**config.mk**
```make
export PLATFORM = sky130hd
export DESIGN_NAME = alu_mdu_seq
export DESIGN_NICKNAME = d
export VERILOG_FILES = /design/src/rtl/alu_mdu_pkg.sv /design/src/rtl/alu_mdu_iter.sv /design/src/rtl/alu_mdu_seq.sv
export SDC_FILE = /design/constraint.sdc
export NUM_CORES = 1
export LEC_CHECK = 0
export ABC_CLOCK_PERIOD_IN_PS = 9700
export CAP_MARGIN = 10
export CELL_PAD_IN_SITES_DETAIL_PLACEMENT = 0
export CELL_PAD_IN_SITES_GLOBAL_PLACEMENT = 2
export CORE_MARGIN = 4
export CORE_UTILIZATION = 41
export DETAILED_ROUTE_END_ITERATION = 10
export GPL_ROUTABILITY_DRIVEN = 1
export GPL_TIMING_DRIVEN = 0
export PLACE_DENSITY = 0.9
export SETUP_SLACK_MARGIN = 0.2
export SLEW_MARGIN = 5
export SYNTH_ARGS = -nofsm -noshare
export SYNTH_HDL_FRONTEND = slang
export SYNTH_SLANG_ARGS = --single-unit
```
**constraint.sdc**
```tcl
create_clock -name clk -period 9.7 [get_ports clk]
set_input_delay 2.91 -clock clk [delete_from_list [all_inputs] [get_ports clk]]
set_output_delay 2.91 -clock clk [all_outputs]
set_load 0.02 [all_outputs]
```
**src/rtl/alu_mdu_pkg.sv**
```systemverilog
// Shared types for the alu_mdu_seq execute unit: operation codes, FSM states
// and the single-cycle / multi-cycle classification.
package alu_mdu_pkg;

    typedef enum logic [4:0] {
        ADD    = 5'd0,
        SUB    = 5'd1,
        SLL    = 5'd2,
        SLT    = 5'd3,
        SLTU   = 5'd4,
        XOR    = 5'd5,
        SRL    = 5'd6,
        SRA    = 5'd7,
        OR     = 5'd8,
        AND    = 5'd9,
        EQ     = 5'd10,
        NE     = 5'd11,
        LT     = 5'd12,
        GE     = 5'd13,
        LTU    = 5'd14,
        GEU    = 5'd15,
        MUL    = 5'd16,
        MULH   = 5'd17,
        MULHSU = 5'd18,
        MULHU  = 5'd19,
        DIV    = 5'd20,
        DIVU   = 5'd21,
        REM    = 5'd22,
        REMU   = 5'd23
    } op_e;

    typedef enum logic [1:0] {
        IDLE = 2'd0,
        CALC = 2'd1,
        FIX  = 2'd2,
        DONE = 2'd3
    } state_e;

    // Codes 24..31 are not listed, so they fall through to the ALU as ADD.
    function automatic logic is_long(input op_e op);
        return op inside {MUL, MULH, MULHSU, MULHU, DIV, DIVU, REM, REMU};
    endfunction

endpackage

```
**src/rtl/alu_mdu_iter.sv**
```systemverilog
// Iterative multiply/divide datapath: radix-2 shift-add multiply and restoring
// divide on operand magnitudes, followed by a one-cycle sign/select fix-up.
module alu_mdu_iter
    import alu_mdu_pkg::*;
#(
    parameter int XLEN = 32
) (
    input  logic            clk,
    input  logic            start,
    input  op_e             op,
    input  logic [XLEN-1:0] src1,
    input  logic [XLEN-1:0] src2,
    input  logic            step,
    input  logic            fix,
    output logic            last,
    output logic [XLEN-1:0] result
);

    localparam int CNT_W = $clog2(XLEN);

    op_e               op_q;
    logic              neg_q;
    logic              div0_q;
    logic [XLEN-1:0]   a_raw;
    logic [XLEN-1:0]   b_mag;
    logic [2*XLEN:0]   prod;
    logic [XLEN-1:0]   rem;
    logic [XLEN-1:0]   quo;
    logic [CNT_W-1:0]  cnt;

    logic              a_neg;
    logic              b_neg;
    logic              res_neg;
    logic [XLEN-1:0]   a_mag_in;
    logic [XLEN-1:0]   b_mag_in;

    // NOTE: every signal assigned in an always_comb gets a default first, so no
    // path through the case statement can leave it unassigned and infer a latch.
    always_comb begin
        a_neg   = 1'b0;
        b_neg   = 1'b0;
        res_neg = 1'b0;
        case (op)
            MULH, DIV, REM: begin
                a_neg = src1[XLEN-1];
                b_neg = src2[XLEN-1];
            end
            MULHSU:  a_neg = src1[XLEN-1];
            default: ;
        endcase
        case (op)
            MULH, MULHSU, DIV: res_neg = a_neg ^ b_neg;
            REM:               res_neg = a_neg;
            default:           res_neg = 1'b0;
        endcase
        a_mag_in = a_neg ? -src1 : src1;
        b_mag_in = b_neg ? -src2 : src2;
    end

    logic [XLEN:0]   mul_sum;
    logic [XLEN:0]   div_shift;
    logic [XLEN:0]   div_diff;
    logic            div_ge;
    logic [2*XLEN-1:0] prod_full;
    logic [2*XLEN-1:0] prod_signed;

    assign mul_sum     = prod[2*XLEN:XLEN] + {1'b0, (prod[0] ? b_mag : '0)};
    assign div_shift   = {rem, quo[XLEN-1]};
    assign div_diff    = div_shift - {1'b0, b_mag};
    assign div_ge      = div_shift >= {1'b0, b_mag};
    assign prod_full   = prod[2*XLEN-1:0];
    assign prod_signed = neg_q ? -prod_full : prod_full;
    assign last        = (cnt == CNT_W'(XLEN - 1));

    // NOTE: datapath registers carry no reset; the owning FSM reloads them on
    // start and never consumes them outside CALC/FIX, so reset would add nothing.
    always_ff @(posedge clk) begin
        if (start) begin
            op_q   <= op;
            neg_q  <= res_neg;
            div0_q <= (src2 == '0);
            a_raw  <= src1;
            b_mag  <= b_mag_in;
            prod   <= {{(XLEN+1){1'b0}}, a_mag_in};
            quo    <= a_mag_in;
            rem    <= '0;
            cnt    <= '0;
        end else if (step) begin
            // Both engines advance every step; fix picks whichever the op needs.
            cnt  <= cnt + 1'b1;
            prod <= {1'b0, mul_sum, prod[XLEN-1:1]};
            rem  <= div_ge ? div_diff[XLEN-1:0] : div_shift[XLEN-1:0];
            quo  <= {quo[XLEN-2:0], div_ge};
        end else if (fix) begin
            case (op_q)
                MUL:                 result <= prod_full[XLEN-1:0];
                MULH, MULHSU, MULHU: result <= prod_signed[2*XLEN-1:XLEN];
                DIV, DIVU:           result <= div0_q ? '1 : (neg_q ? -quo : quo);
                REM, REMU:           result <= div0_q ? a_raw : (neg_q ? -rem : rem);
                default:             result <= '0;
            endcase
        end
    end

endmodule

```
**src/rtl/alu_mdu_seq.sv**
```systemverilog
// RV32IM-class execute unit: single-cycle ALU and compares, iterative mul/div,
// valid/ready handshake on both sides and a registered output stage.
module alu_mdu_seq
    import alu_mdu_pkg::*;
#(
    parameter int XLEN  = 32,
    parameter int TAG_W = 5
) (
    input  logic             clk,
    input  logic             reset,
    input  logic             in_valid,
    output logic             in_ready,
    input  op_e              op,
    input  logic [XLEN-1:0]  src1,
    input  logic [XLEN-1:0]  src2,
    input  logic [TAG_W-1:0] tag_in,
    output logic             out_valid,
    input  logic             out_ready,
    output logic [XLEN-1:0]  result,
    output logic [TAG_W-1:0] tag_out,
    output logic             busy
);

    localparam int SH_W = $clog2(XLEN);

    state_e           state;
    logic [TAG_W-1:0] pend_tag;
    logic [XLEN-1:0]  alu_res;
    logic [XLEN-1:0]  iter_res;
    logic             iter_last;
    logic             accept;
    logic             out_free;
    logic [SH_W-1:0]  shamt;

    assign out_free = !out_valid || out_ready;
    assign in_ready = reset && (state == IDLE) && out_free;
    assign accept   = in_valid && in_ready;
    assign shamt    = src2[SH_W-1:0];

    always_comb begin
        alu_res = src1 + src2;
        case (op)
            SUB:  alu_res = src1 - src2;
            SLL:  alu_res = src1 << shamt;
            SLT:  alu_res = XLEN'($signed(src1) < $signed(src2));
            SLTU: alu_res = XLEN'(src1 < src2);
            XOR:  alu_res = src1 ^ src2;
            SRL:  alu_res = src1 >> shamt;
            SRA:  alu_res = $signed(src1) >>> shamt;
            OR:   alu_res = src1 | src2;
            AND:  alu_res = src1 & src2;
            EQ:   alu_res = XLEN'(src1 == src2);
            NE:   alu_res = XLEN'(src1 != src2);
            LT:   alu_res = XLEN'($signed(src1) < $signed(src2));
            GE:   alu_res = XLEN'($signed(src1) >= $signed(src2));
            LTU:  alu_res = XLEN'(src1 < src2);
            GEU:  alu_res = XLEN'(src1 >= src2);
            default: ;
        endcase
    end

    alu_mdu_iter #(.XLEN(XLEN)) u_iter (
        .clk    (clk),
        .start  (accept && is_long(op)),
        .op     (op),
        .src1   (src1),
        .src2   (src2),
        .step   (state == CALC),
        .fix    (state == FIX),
        .last   (iter_last),
        .result (iter_res)
    );

    // NOTE: state is updated with non-blocking assignments so every register
    // samples pre-edge values and ordering inside the block does not matter.
    always_ff @(posedge clk) begin
        if (!reset) begin
            state     <= IDLE;
            out_valid <= 1'b0;
            result    <= '0;
            tag_out   <= '0;
            busy      <= 1'b0;
            pend_tag  <= '0;
        end else begin
            // Single-cycle results and DONE loads are exclusive: one needs IDLE.
            if (accept && !is_long(op)) begin
                out_valid <= 1'b1;
                result    <= alu_res;
                tag_out   <= tag_in;
            end else if (state == DONE && out_free) begin
                out_valid <= 1'b1;
                result    <= iter_res;
                tag_out   <= pend_tag;
            end else if (out_ready) begin
                out_valid <= 1'b0;
            end

            case (state)
                IDLE: if (accept && is_long(op)) begin
                    state    <= CALC;
                    busy     <= 1'b1;
                    pend_tag <= tag_in;
                end
                CALC: if (iter_last) state <= FIX;
                FIX:  state <= DONE;
                DONE: if (out_free) begin
                    state <= IDLE;
                    busy  <= 1'b0;
                end
                default: state <= IDLE;
            endcase
        end
    end

endmodule

```
==> results <==
- The run finished with clean final reports.
- The worst setup path is of the in2reg kind.
- The final clock skew is roughly 18 ps.
- Setup total negative slack on the finished layout was measured at 0 ps.
- The number of buffers inserted during clock tree synthesis is 30.
- The combinational share of power is 0.468.
- Pin placement for this block handled between 100 and 150 I/O pins.
- In this run the static leakage power is between 10 and 15 nW.
- Entering global routing, the biggest net connects 65 pins.
- CTS placed an instance of clkbuf_16 at the clock tree root.
- Routability-driven placement finished with a final weighted congestion of between 1 and 1.5.
- The peak ir drop on the vdd network is 0.0001625 V.
- The utilization of the core after routing is 0.4707.
- The commonest non-fill, non-tap cell in the layout is nand2_1.
- Summing every instance area after synthesis gives around 0.026 mm2.
- The count of endpoints failing setup in the final report is 0.
- Static timing analysis puts the maximum clock frequency at about 110 MHz.
- For this run, the total global-route usage over all layers was measured as 0.4095.
- The fraction of the cycle the final worst path needs is 0.9529.
- The first-pass GRT wire length is around 200000 um.
- The number of global-route vias before repair is approximately 27000.
- The post-detailed-placement cell area is around 0.029 mm2.
- The number of register bits inferred by synthesis is 282.
- In this run the power spent charging and discharging nets is between 2 and 3 mW.
- Traced cell by cell, the critical path runs through clkdlybuf4s50_1 -> inv_1 -> clkbuf_1 -> clkbuf_1 -> buf_1 -> ha_1 -> clkbuf_1 -> o211ai_1 -> o21ai_0 -> o211ai_1 -> a31oi_1 -> o211ai_1 -> a21oi_1 -> a21oi_1 -> a211o_1 -> xnor2_1 -> a221oi_1 -> nor2_1.
- The net count of the finished layout is 3673.
- The largest fanout on the critical path is 11.
- The number of detailed-routing iterations run before antenna repair is 8.
- The endpoint identified for the worst register-to-register timing path is u_iter.quo[0]$_DFFE_PP_.
- The max-slew violation total from the final report was 0.
- The worst hold path passes through 2 cells.
- The required time at the worst-slack endpoint is 10160 ps.
- The routed via count is 28696.
- Dividing the synthesized area by the synthesized cell count gives 8.088 um2.
- The clock period could shrink to around 9200 ps.
- TritonCTS built the clock tree.
- The share of layout cells above drive strength 1 is 0.04823.
- The core region is between 0.06 and 0.07 mm2.
- The share of total power in sequential cells is 0.321.
- The floorplan row count is just over 90.
- The die area is a little under 0.07 mm2.
- The area growth from synthesis to layout is 12.84%.
- Setup repair after global routing left no endpoint under its margin.
- The post-route total power is 6.304 mW.
- The sink of the worst hold path is pend_tag[1]$_SDFFE_PN0P_.
- The routed length per instance is about 34 um.
- The final design instance area without fill is approximately 0.03 mm2.
- Measured along the x axis, the die boundary spans roughly 260 um.
- The share of total power dissipated in the clock network is 0.211.
- The vias per cell is between 6 and 7.
- The count of cell types in the netlist is 94.
- The delay contributed by the slowest stage of the critical path is ~870 ps.
- The worst setup path is captured at a register.
- The DRC violations left is 0.
- Among all stages on the critical path, the largest delay is contributed by buf_1.
- The final routed wirelength across all metal layers is between 100000 and 150000 um.
- The setup fix buffers added after clock tree synthesis is 0.
- In this run the deepest clock path goes through 3 buffers.
- The global-route congestion overflow total is 0.
- The primary flip-flop cell chosen by synthesis mapping is edfxtp_1.
- Across the run, the number of max-cap violations was 0.
- During synthesis, Yosys emitted a total of 0 warnings.
- The initial DRC count is about 4000.
- Clock-pin slew was measured on the worst setup and hold paths at 70 ps.
- Leaving out fill and tap cells, the most frequent cells in the layout are nand2_1 (330), nor2_1 (303), a21oi_1 (263).
- The data arrival time of the critical path is 9710 ps.
- The worst hold path class is reg2reg.
- For the worst flop-to-flop path, the logic depth is 12.
- The final HPWL from detailed placement is between 100000 and 150000 um.
- The hold buffer count at CTS is 0.
- The beginning of the worst hold path is pend_tag[1]$_SDFFE_PN0P_.
- The number of failing hold endpoints at the final stage is 0.
- In this run the remaining antenna-violating nets after routing total 0.
- The synthesized design contains roughly 170 enable-type register cells.
- The max-slew headroom at the worst pin is 0.07966.
- The synthesized instance count is between 3000 and 4000.
- In the final layout, the multi-input gates occupy 0.01772 mm2.
- The share of the Yosys chip area taken by registers is 0.2766.
- The power per cell area is ~210 mW/mm2.
- Counting flops with an async set or reset pin after synthesis yields a share of 0.
- The startpoint identified for the worst register-to-register timing path is u_iter.b_mag[1]$_DFFE_PP_.
- For the pin with the worst max-slew slack, the measured transition is about 1400 ps.
- The die is around 260 um tall.
- In this run the tool buffered the top-level ports with ~120 buffer cells.
- Counting every sink on the clock net gives between 200 and 300.
- The H-tree depth reported by CTS is 1.
- Of the total power, the share spent switching nets is 0.4490.
- For this configuration, the core starts out at a cell density of 0.4171.
- The number of gates given a new drive strength after cts is 0.
- The number of antenna violations at the first check in global routing is 8.
- The number of nets produced by synthesis is about 3500.
- The worst setup path is launched from a primary input.
- The number of inserted filler cells in the final layout is about 6300.
- The minimum setup slack among reg-to-reg paths is 5070 ps.
- The internal portion of the total power is between 3 and 4 mW.
- For the worst-skew pair, the clock arrives at the later sink with an insertion delay of 590 ps.
- The sequential standard cell area is 0.007317 mm2.
## worst max-delay path, delay by kind of cell
kind,cells,cell delay (ps)
buffers and inverters,6,3240
AOI/OAI and AO/OA,9,3090
adders and majority gates,1,220
xor gates and xnor gates,1,150
and+or+nand+nor,1,80
## how the worst max path moves through the flow
stage            start                       to  slack [ps]  depth (start not counted)
3_5_place_dp   src2[3]  result[27]$_SDFFE_PN0P_         120                         18
2_1_floorplan  src2[3]   result[0]$_SDFFE_PN0P_        3030                         16
6_report       src2[3]  result[27]$_SDFFE_PN0P_         460                         18
5_1_grt        src2[3]  result[27]$_SDFFE_PN0P_         400                         18
4_1_cts        src2[3]  result[27]$_SDFFE_PN0P_         730                         18
3_3_place_gp   src2[3]  result[27]$_SDFFE_PN0P_           6                         18
## cell families after synthesis
group,share of synthesized area
buffers and inverters,0.05411
adders and majority gates,0.08390
AOI/OAI and AO/OA,0.2604
muxes,0.07151
xor gates and xnor gates,0.06952
and+or+nand+nor,0.1840
DFF,0.2766
## metrics by stage
step / setup WS [ps] / instances / hold slack (ps)
4_1_cts: 731.3 / 4288 / 473.8
2_1_floorplan: 3033 / 3271 / 443.7
3_5_place_dp: 124.1 / 4234 / 464.1
6_report: 457.1 / 4298 / 472.4
5_1_grt: 397.3 / 4288 / 498.3
3_3_place_gp: 5.638 / 4233 / 451.8
## synthesized netlist by cell type, types with 48 or more instances
cell type	n	area (um2)
xnor2_1	133	1165
nor2_1	303	1137
o31ai_1	48	360.4
nand3_1	80	400.4
dfxtp_1	115	2302
nor3_1	55	275.3
o21ai_0	244	1221
nand2_1	331	1242
inv_1	153	574.3
xor2_1	77	674.4
clkbuf_1	190	713.2
o21a_1	72	540.5
mux2i_1	81	810.8
edfxtp_1	167	5015
a21o_1	50	375.4
a21oi_1	263	1316
ha_1	171	2140
## power groups by stage
stage	combinational [mW]	clock (mW)	sequential, mW
after CTS	2.87	1.34	2.00
after detailed placement	2.84	0	2.02
after global routing	3.17	1.38	2.04
after global placement	2.81	0	2.02
after floorplan	1.94	0	1.86
final	2.95	1.33	2.02
## metal layers
| layer | GRT usage | up-vias | part of all wire |
|---|---|---|---|
| met5 | 0 | - | 0 |
| met4 | 0.3021 | 0 | 0.096 |
| met3 | 0.08442 | 482 | 0.098 |
| met2 | 0.6479 | 1945 | 0.44 |
| met1 | 0.4939 | 13953 | 0.37 |
| li1 | - | 12316 | - |
## registers in the layout, indices dropped and copies added, names as in the netlist, 32 cells and up
signal	count
u_iter.a_raw	32
result	32
u_iter.result	32
u_iter.b_mag	32
u_iter.quo	32
u_iter.prod	64
u_iter.rem	32
## final cells by class
| cell class | instances | area share |
|---|---|---|
| Timing Repair Buffer | 117 | 0.03957 |
| Buffer | 218 | 0.02821 |
| Clock buffer | 33 | 0.02624 |
| Antenna cell | 10 | 0.0008383 |
| Inverter | 158 | 0.01987 |
| Multi-Input combinational cell | 2613 | 0.5936 |
| Sequential cell | 282 | 0.2451 |
| Tap cell | 846 | 0.03546 |
| Clock inverter | 21 | 0.01111 |
(Power assumes the default switching activity.)
